===== src/rtl/prefetch_mem_arbiter.sv =====
// Next-line prefetch sequencer sharing one cacheline adapter between demand traffic and prefetches.
// Optional statistics counters are enabled by defining PREFETCH_ARB_STATS_EN.
module prefetch_mem_arbiter #(
  parameter int s_offset = 5,
  parameter int s_line   = 8 * (2 ** s_offset)
`ifdef PREFETCH_ARB_STATS_EN
  ,
  parameter int CNT_WIDTH = 16
`endif
) (
  input  logic              clk,
  input  logic              rst,
  input  logic              dmd_read,
  input  logic              dmd_write,
  input  logic [31:0]       dmd_address,
  input  logic [s_line-1:0] dmd_wdata,
  output logic [s_line-1:0] dmd_rdata,
  output logic              dmd_resp,
  input  logic              prefetch_start,
  input  logic [31:0]       cacheline_address,
  input  logic              cache_way,
  output logic [s_line-1:0] prefetch_rdata,
  output logic              prefetch_ready,
  output logic [31:0]       pf_cline_address,
  output logic              pf_cache_way,
  output logic              pmem_read,
  output logic              pmem_write,
  output logic [31:0]       pmem_address,
  output logic [s_line-1:0] pmem_wdata,
  input  logic [s_line-1:0] pmem_rdata,
  input  logic              pmem_resp
`ifdef PREFETCH_ARB_STATS_EN
  ,
  output logic [CNT_WIDTH-1:0] pf_issued_cnt,
  output logic [CNT_WIDTH-1:0] pf_dropped_cnt,
  output logic [CNT_WIDTH-1:0] dmd_stall_cnt
`endif
);

  typedef enum logic [1:0] {IDLE, DEMAND, PF_FETCH, PF_DELIVER} state_e;

  localparam logic [31:0] OFF_MASK = 32'((64'd1 << s_offset) - 64'd1);

  state_e              state_q, state_d;
  logic                pmem_read_q, pmem_read_d;
  logic                pmem_write_q, pmem_write_d;
  logic [31:0]         pmem_address_q, pmem_address_d;
  logic [s_line-1:0]   pmem_wdata_q, pmem_wdata_d;
  logic [s_line-1:0]   buf_q, buf_d;
  logic                buf_vld_q, buf_vld_d;
  logic [31:0]         pf_addr_q, pf_addr_d;
  logic                pf_way_q, pf_way_d;
  logic [31:0]         last_addr_q, last_addr_d;
  logic                last_vld_q, last_vld_d;
  logic                pend_vld_q, pend_vld_d;
  logic [31:0]         pend_target_q, pend_target_d;
  logic                pend_way_q, pend_way_d;

  logic [31:0] trig_fill, trig_target;
  logic        trig_wrap, trig_dup, trig_accept;
  logic        pf_issue, stale_cancel, overwrite;

  // Filling the offset bits with ones lets the +1 carry into the line index and exposes wrap as all-ones.
  assign trig_fill   = cacheline_address | OFF_MASK;
  assign trig_wrap   = &trig_fill;
  assign trig_target = trig_fill + 32'd1;
  assign trig_dup    = (last_vld_q && (trig_target == last_addr_q)) ||
                       ((state_q == PF_DELIVER) && (trig_target == pf_addr_q));
  assign trig_accept = prefetch_start && !trig_wrap && !trig_dup && (state_q != PF_FETCH);

  assign stale_cancel = (state_q == DEMAND) && pmem_resp && pmem_write_q &&
                        pend_vld_q && (pmem_address_q == pend_target_q);

  assign pmem_read        = pmem_read_q;
  assign pmem_write       = pmem_write_q;
  assign pmem_address     = pmem_address_q;
  assign pmem_wdata       = pmem_wdata_q;
  assign dmd_rdata        = pmem_rdata;
  assign prefetch_rdata   = buf_q;
  assign pf_cline_address = pf_addr_q;
  assign pf_cache_way     = pf_way_q;

  always_comb begin
    state_d        = state_q;
    pmem_read_d    = pmem_read_q;
    pmem_write_d   = pmem_write_q;
    pmem_address_d = pmem_address_q;
    pmem_wdata_d   = pmem_wdata_q;
    buf_d          = buf_q;
    buf_vld_d      = buf_vld_q;
    pf_addr_d      = pf_addr_q;
    pf_way_d       = pf_way_q;
    last_addr_d    = last_addr_q;
    last_vld_d     = last_vld_q;
    pf_issue       = 1'b0;
    dmd_resp       = 1'b0;
    prefetch_ready = 1'b0;
    case (state_q)
      IDLE: begin
        if (dmd_read || dmd_write) begin
          state_d        = DEMAND;
          pmem_read_d    = dmd_read;
          pmem_write_d   = dmd_write && !dmd_read;
          pmem_address_d = dmd_address;
          pmem_wdata_d   = dmd_wdata;
        end else if (pend_vld_q) begin
          state_d        = PF_FETCH;
          pf_issue       = 1'b1;
          pmem_read_d    = 1'b1;
          pmem_address_d = pend_target_q;
          pf_addr_d      = pend_target_q;
          pf_way_d       = pend_way_q;
        end
      end
      DEMAND: begin
        if (pmem_resp) begin
          dmd_resp     = 1'b1;
          pmem_read_d  = 1'b0;
          pmem_write_d = 1'b0;
          state_d      = IDLE;
        end
      end
      PF_FETCH: begin
        if (pmem_resp) begin
          buf_d       = pmem_rdata;
          buf_vld_d   = 1'b1;
          pmem_read_d = 1'b0;
          state_d     = PF_DELIVER;
        end
      end
      PF_DELIVER: begin
        prefetch_ready = buf_vld_q;
        buf_vld_d      = 1'b0;
        last_addr_d    = pf_addr_q;
        last_vld_d     = 1'b1;
        state_d        = IDLE;
      end
      default: state_d = IDLE;
    endcase
  end

  // Issue and stale-cancel clear first so a same-cycle trigger still lands as the newest entry.
  always_comb begin
    pend_vld_d    = pend_vld_q;
    pend_target_d = pend_target_q;
    pend_way_d    = pend_way_q;
    overwrite     = 1'b0;
    if (pf_issue || stale_cancel) pend_vld_d = 1'b0;
    if (trig_accept) begin
      overwrite     = pend_vld_d;
      pend_vld_d    = 1'b1;
      pend_target_d = trig_target;
      pend_way_d    = cache_way;
    end
  end

  always_ff @(posedge clk or negedge rst) begin
    if (!rst) begin
      state_q        <= IDLE;
      pmem_read_q    <= 1'b0;
      pmem_write_q   <= 1'b0;
      pmem_address_q <= '0;
      pmem_wdata_q   <= '0;
      buf_q          <= '0;
      buf_vld_q      <= 1'b0;
      pf_addr_q      <= '0;
      pf_way_q       <= 1'b0;
      last_addr_q    <= '0;
      last_vld_q     <= 1'b0;
      pend_vld_q     <= 1'b0;
      pend_target_q  <= '0;
      pend_way_q     <= 1'b0;
    end else begin
      state_q        <= state_d;
      pmem_read_q    <= pmem_read_d;
      pmem_write_q   <= pmem_write_d;
      pmem_address_q <= pmem_address_d;
      pmem_wdata_q   <= pmem_wdata_d;
      buf_q          <= buf_d;
      buf_vld_q      <= buf_vld_d;
      pf_addr_q      <= pf_addr_d;
      pf_way_q       <= pf_way_d;
      last_addr_q    <= last_addr_d;
      last_vld_q     <= last_vld_d;
      pend_vld_q     <= pend_vld_d;
      pend_target_q  <= pend_target_d;
      pend_way_q     <= pend_way_d;
    end
  end

`ifdef PREFETCH_ARB_STATS_EN
  function automatic logic [CNT_WIDTH-1:0] sat_add(input logic [CNT_WIDTH-1:0] a,
                                                   input logic [1:0] inc);
    logic [CNT_WIDTH:0] s;
    s = {1'b0, a} + (CNT_WIDTH + 1)'(inc);
    return s[CNT_WIDTH] ? '1 : s[CNT_WIDTH-1:0];
  endfunction

  logic [CNT_WIDTH-1:0] issued_q, dropped_q, stall_q;
  logic [1:0]           drop_inc;
  logic                 stall_now;

  assign drop_inc  = 2'(prefetch_start && !trig_accept) + 2'(overwrite) + 2'(stale_cancel);
  assign stall_now = (dmd_read || dmd_write) && ((state_q == PF_FETCH) || (state_q == PF_DELIVER));

  always_ff @(posedge clk or negedge rst) begin
    if (!rst) begin
      issued_q  <= '0;
      dropped_q <= '0;
      stall_q   <= '0;
    end else begin
      issued_q  <= sat_add(issued_q, {1'b0, pf_issue});
      dropped_q <= sat_add(dropped_q, drop_inc);
      stall_q   <= sat_add(stall_q, {1'b0, stall_now});
    end
  end

  assign pf_issued_cnt  = issued_q;
  assign pf_dropped_cnt = dropped_q;
  assign dmd_stall_cnt  = stall_q;
`endif

endmodule


===== config.mk =====
export PLATFORM = sky130hd
export DESIGN_NAME = prefetch_mem_arbiter
export DESIGN_NICKNAME = d
export VERILOG_FILES = /design/src/rtl/prefetch_mem_arbiter.sv
export SDC_FILE = /design/constraint.sdc
export NUM_CORES = 1
export LEC_CHECK = 0
export ABC_CLOCK_PERIOD_IN_PS = 3600
export CAP_MARGIN = 25
export CORE_AREA = 8 8 539 541
export CTS_CLUSTER_DIAMETER = 30
export DETAILED_ROUTE_END_ITERATION = 10
export DIE_AREA = 0 0 547 549
export HOLD_SLACK_MARGIN = 0.02
export PLACE_DENSITY_LB_ADDON = 0.3
export SLEW_MARGIN = 40
export SYNTH_ARGS = -nofsm -noshare
export SYNTH_HDL_FRONTEND = slang
export SYNTH_SLANG_ARGS = --single-unit

===== constraint.sdc =====
create_clock -name clk -period 3.6 [get_ports clk]
set_input_delay 0.72 -clock clk [delete_from_list [all_inputs] [get_ports clk]]
set_output_delay 0.72 -clock clk [all_outputs]
set_load 0.005 [all_outputs]

# ---- Word level (Yosys, flattened, before mapping)
# Index checks and enable logic that the tools add are counted.
dict set report word_totals {
  regBits 649
}
dict set report op_classes {
  n_addsub 1
  n_eq_ne 12
  mux 23
  bitwise 1
  n_reduce_logical 32
}
# cell count
set op_table {}
lappend op_table {{$eq 32x32->1} 3}
lappend op_table {{$mux 32} 2}
lappend op_table {{$add 32x1->32 const B} 1}
lappend op_table {{$reduce_and 27->1} 1}
lappend op_table {{$mux 1} 13}
lappend op_table {{$reduce_and 3->1} 4}
lappend op_table {{$logic_and 1x1->1} 10}
lappend op_table {{$reduce_bool 2->1} 5}
lappend op_table {{$mux 2} 4}
lappend op_table {{$ne 2x2->1 const B} 4}
lappend op_table {{$pmux 2 s4} 1}
lappend op_table {{$reduce_and 2->1} 4}
lappend op_table {{$pmux 1 s2} 3}
lappend op_table {{$eq 2x2->1 const B} 2}
lappend op_table {{$logic_not 1->1} 3}
lappend op_table {{$logic_or 1x1->1} 3}
lappend op_table {{$ne 3x3->1 const B} 1}
lappend op_table {{$eq 2x1->1 const B} 1}
lappend op_table {{$logic_not 2->1} 1}
lappend op_table {{$ne 2x1->1 const B} 1}
lappend op_table {{$reduce_or 2->1} 1}
lappend op_table {{$not 1->1} 1}

# ---- Logic depth before layout (Yosys ltp)
dict set report logic_depth {
  ltp_word 8
  depth_mapped 13
  depth_no_buf 10
}

# ---- Worst setup path after synthesis
# No wires, ideal clock.
dict set report synth_path {
  path_kind {input port to flip-flop}
  from {input cacheline_address[15]}
  to {register pend_target_q[28]}
  setup_time_ps 125
  arrival_ps 3182
  required_time_ps 3475
  path_slack_ps 292
  cell_stages 12
  path_buffers 3
  cell_sequence {buf_2 -> nand4_4 -> nor3_2 -> nand3_1 -> xor2_1 -> nor2_1 -> or4_1 -> nor4_2 -> a31oi_1 -> buf_6 -> buf_6 -> mux2_4}
}
dict set report synth_via {
  elab_chain_len 7
}
# item line
set synth_rtl {}
lappend synth_rtl {{start: declaration} 20} ;# input logic [31:0] cacheline_address,
lappend synth_rtl {{$add 32x1->32} 66} ;# assign trig_target = trig_fill + 32'd1;
lappend synth_rtl {{$eq 32x32->1 (on tied branches)} {67, 68}}
lappend synth_rtl {{$logic_and 1x1->1 (on tied branches)} {67, 68}}
lappend synth_rtl {{$logic_or 1x1->1} 67} ;# assign trig_dup = (last_vld_q && (trig_target == last_addr_q)) ||
lappend synth_rtl {{$logic_not 1->1} 69} ;# assign trig_accept = prefetch_start && !trig_wrap && !trig_dup && (state_q != PF_FETCH);
lappend synth_rtl {{$logic_and 1x1->1 (2 in a row)} 69}
lappend synth_rtl {{end signal: assignment} 186} ;# pend_target_q <= pend_target_d;
lappend synth_rtl {{end: declaration} 56} ;# logic [31:0] pend_target_q, pend_target_d;
# Parallel ways exist; a longest one is shown, timed or not.
# A chain may end at the register's enable or synchronous reset.

# ---- Worst setup path in the final report
dict set report layout_path {
  from {input cacheline_address[9]}
  to {register pend_target_q[18]}
}
# Same word-level chain as after synthesis.

==> results.py <==
metrics = {
    "run_status": {
        "outcome": "finished clean",
    },
    "floorplanning": {
        "start_util_pct": 10.1,
        "io_pins": 1420,
        "rows": 195,
        "die_h_um": 549,
        "core_um2": 281000,
        "die_area_um2": 300000,
        "die_w_um": 547,
    },
    "clocking": {
        "cts.clk_slew.worst_paths_ns": 0.04,
        "clkLatencyLatePin_ns": 0.88,
        "cts_inserted_buffers": 220,
        "clockRootBuffer": "clkbuf_16",
        "cts_tree": "yes",
        "clockBufferDepth": 4,
        "htreeDepth": 4,
        "cts_sinks": 634,
    },
    "layout": {
        "nFillCells": 30800,
        "drive_gt1_share_pct": 21.9,
        "final_cell_mix": "1407 x clkdlybuf4s50_1, 838 x nand2_1, 634 x dfrtp_1",
        "fin_area_um2": 54300,
        "area_growth_pct": 91.3,
        "fin_nets": 4634,
        "layout_commonest_cell": "clkdlybuf4s50_1",
    },
    "power": {
        "vdd_drop_max_v": 0.000422,
        "p_leak_nw": 22.9,
        "power.density_nw_per_um2": 959,
        "total_power_mw": 52.1,
    },
    "route": {
        "viasPerCell": 3.34,
        "drt_iter0_drc": 1744,
        "ant_nets": 0,
        "avgRoutedWirePerCell_um": 30.9,
        "remaining_drc_errors": 0,
        "wl_um": 247000,
        "vias": 26700,
        "drt-pass1-iter-count": 5,
    },
    "setup_path": {
        "critPathMaxStageDelay_ns": 0.68,
        "slowest_stage": "clkdlybuf4s50_1",
        "r2r_slack_ns": 0.40,
        "crit_path_end_kind": "flop",
        "cp_cell_sequence": "clkdlybuf4s50_1 > and4_4 > buf_4 > buf_4 > nand4_1 > buf_4 > a2bb2oi_1 > a311oi_2 > nor4_1 > nand4_1 > o21ai_1 > a31oi_4 > buf_12 > mux2_2",
        "startpoint_type": "primary input",
        "arrival_ns": 4.15,
        "cpMostUsedCell": "buf_4",
        "required_ns": 4.27,
        "critPathKind": "in2reg",
        "critPathMaxFanout": 16,
    },
    "global_route": {
        "grt_overflow_total": 0,
        "antenna_found_initial": 164,
        "grt_max_degree": 105,
        "grt_pass1_vias": 28000,
        "grt_usage_pct": 15.8,
        "grt_pass1_wl_um": 313000,
    },
    "yosys": {
        "synth-async-reset-ratio_pct": 100,
        "ys_seq_elements": 634,
        "synth_edf_count": 0,
        "avgSynthCellArea_um2": 10.9,
        "yosysUniqueCellTypes": 77,
        "ys_warn_count": 0,
        "synthCells": 2605,
        "syn_area_um2": 28400,
        "seq_area_frac_synth_pct": 55.9,
        "yosys_most_used_dff": "dfrtp_1",
    },
    "sta": {
        "maxClockFrequency_mhz": 287,
        "rsz0062_at_grt": "false",
        "fin_crit_sh_pct": 96.7,
        "fin_crit_ns": 3.48,
        "worstMarginPinSlew_ns": 0.747,
        "finalMaxSlewViolations": 0,
        "hold_violations": 0,
        "setup_viol": 0,
        "fin_skew_ns": 0.0616,
        "max_slew_margin_pct": 50.1,
    },
    "placement": {
        "dp_hpwl_um": 215000,
        "gp_congestion": 0.900,
        "placed_cell_area_um2": 46500,
        "port_buffers": 1409,
    },
    "min_path": {
        "hold_class": "in2reg",
    },
    "flow_run": {
        "drv_cap": 0,
    },
}
synthesized netlist by cell type (all sizes together), types with 7 or more instances:
library cell,instances,area [µm²]
a21oi,8,40.0
nand4,26,220
inv,22,82.6
o21ai,51,255
xnor2,58,508
and3,7,43.8
nand3,17,108
nand2,841,3170
mux2,326,3680
nor2,19,73.8
buf,294,2150
nor3,9,55.1
clkbuf,97,365
nor4,14,136
xor2,37,324
dfrtp,634,15900
mux2i,36,360
final timing paths:
check | startpoint | to | cells after the start
max in group asynchronous | rst | pmem_wdata[104] | 3
setup reg to reg | pf_cline_address[25] | pend_target_q[18] | 10
setup / recovery | cacheline_address[9] | pend_target_q[18] | 14
hold reg to reg | pmem_wdata[200] | pmem_wdata[200] | 2
min in group asynchronous | rst | last_addr_q[21] | 2
hold / removal | dmd_wdata[13] | pmem_wdata[13] | 3
stage by stage:
step           setup TNS (ns)  setup slack [ns]  util (%)  instances  hold slack, ns
5_1_grt                     0            0.0268      19.3       7970           0.328
2_1_floorplan               0             0.292         -       2609           0.424
3_3_place_gp           -23.67            -0.871      16.5       7565           0.457
3_5_place_dp           -22.93            -0.849      16.5       7565           0.461
4_1_cts                     0          0.000882      19.3       7965           0.261
6_report                    0             0.118      19.3       8000           0.369
worst max-delay path, delay by kind of cell:
family / cells / cell delay, ns
mux: 1 / 0.35
simple gates: 4 / 0.78
buf+inv: 5 / 1.36
compound gates: 4 / 0.90
sequential cells by signal, indices dropped and copies added (netlist names), 2 cells and up:
| register | flops |
|---|---|
| pmem_wdata | 256 |
| prefetch_rdata | 256 |
| pmem_address | 32 |
| last_addr_q | 27 |
| pend_target_q | 27 |
| pf_cline_address | 27 |
| state_q | 2 |
layer usage:
metal | share of wire (%) | routed length [µm] | track usage (%)
met1 | 39 | 96800 | 18.2
met2 | 49 | 120000 | 27.1
met3 | 9.8 | 24100 | 6.78
met4 | 2.2 | 5320 | 3.43
met5 | 0.32 | 789 | 0
power breakdown:
part	leakage (nW)	total [mW]	switching [mW]	internal, mW
sequential	7.66	13.4	2.68	10.7
clock	3.80	19.5	5.72	13.8
combinational	11.4	19.3	9.62	9.63
cells by family after synthesis:
group                      share of synthesized area (%)
adders and majority gates                          0.220
xor gates and xnor gates                            3.33
other                                             0.0132
and+or+nand+nor                                     14.5
buffers and inverters                               9.14
DFF                                                 55.9
muxes                                               14.2
AOI/OAI and AO/OA                                   2.70
cell type report:
cell class | count | area (µm²) | share of cell area (%)
Antenna cell | 34 | 85.1 | 0.157
Clock buffer | 319 | 6530 | 12.0
Clock inverter | 80 | 1140 | 2.10
Inverter | 22 | 82.6 | 0.152
Multi-Input combinational cell | 1562 | 10000 | 18.5
Sequential cell | 634 | 15900 | 29.2
Tap cell | 3743 | 4680 | 8.62
Timing Repair Buffer | 1606 | 15900 | 29.3
what timing repair did:
item / in CTS / in global routing
endpoints found under the setup margin: 2 / 23
hold buffers: 1 / 0
endpoints found under the hold margin: 35 / 0
resized for setup: 4 / 5
setup buffers: 0 / 1
Note: power is estimated with default switching activity, not from simulation.
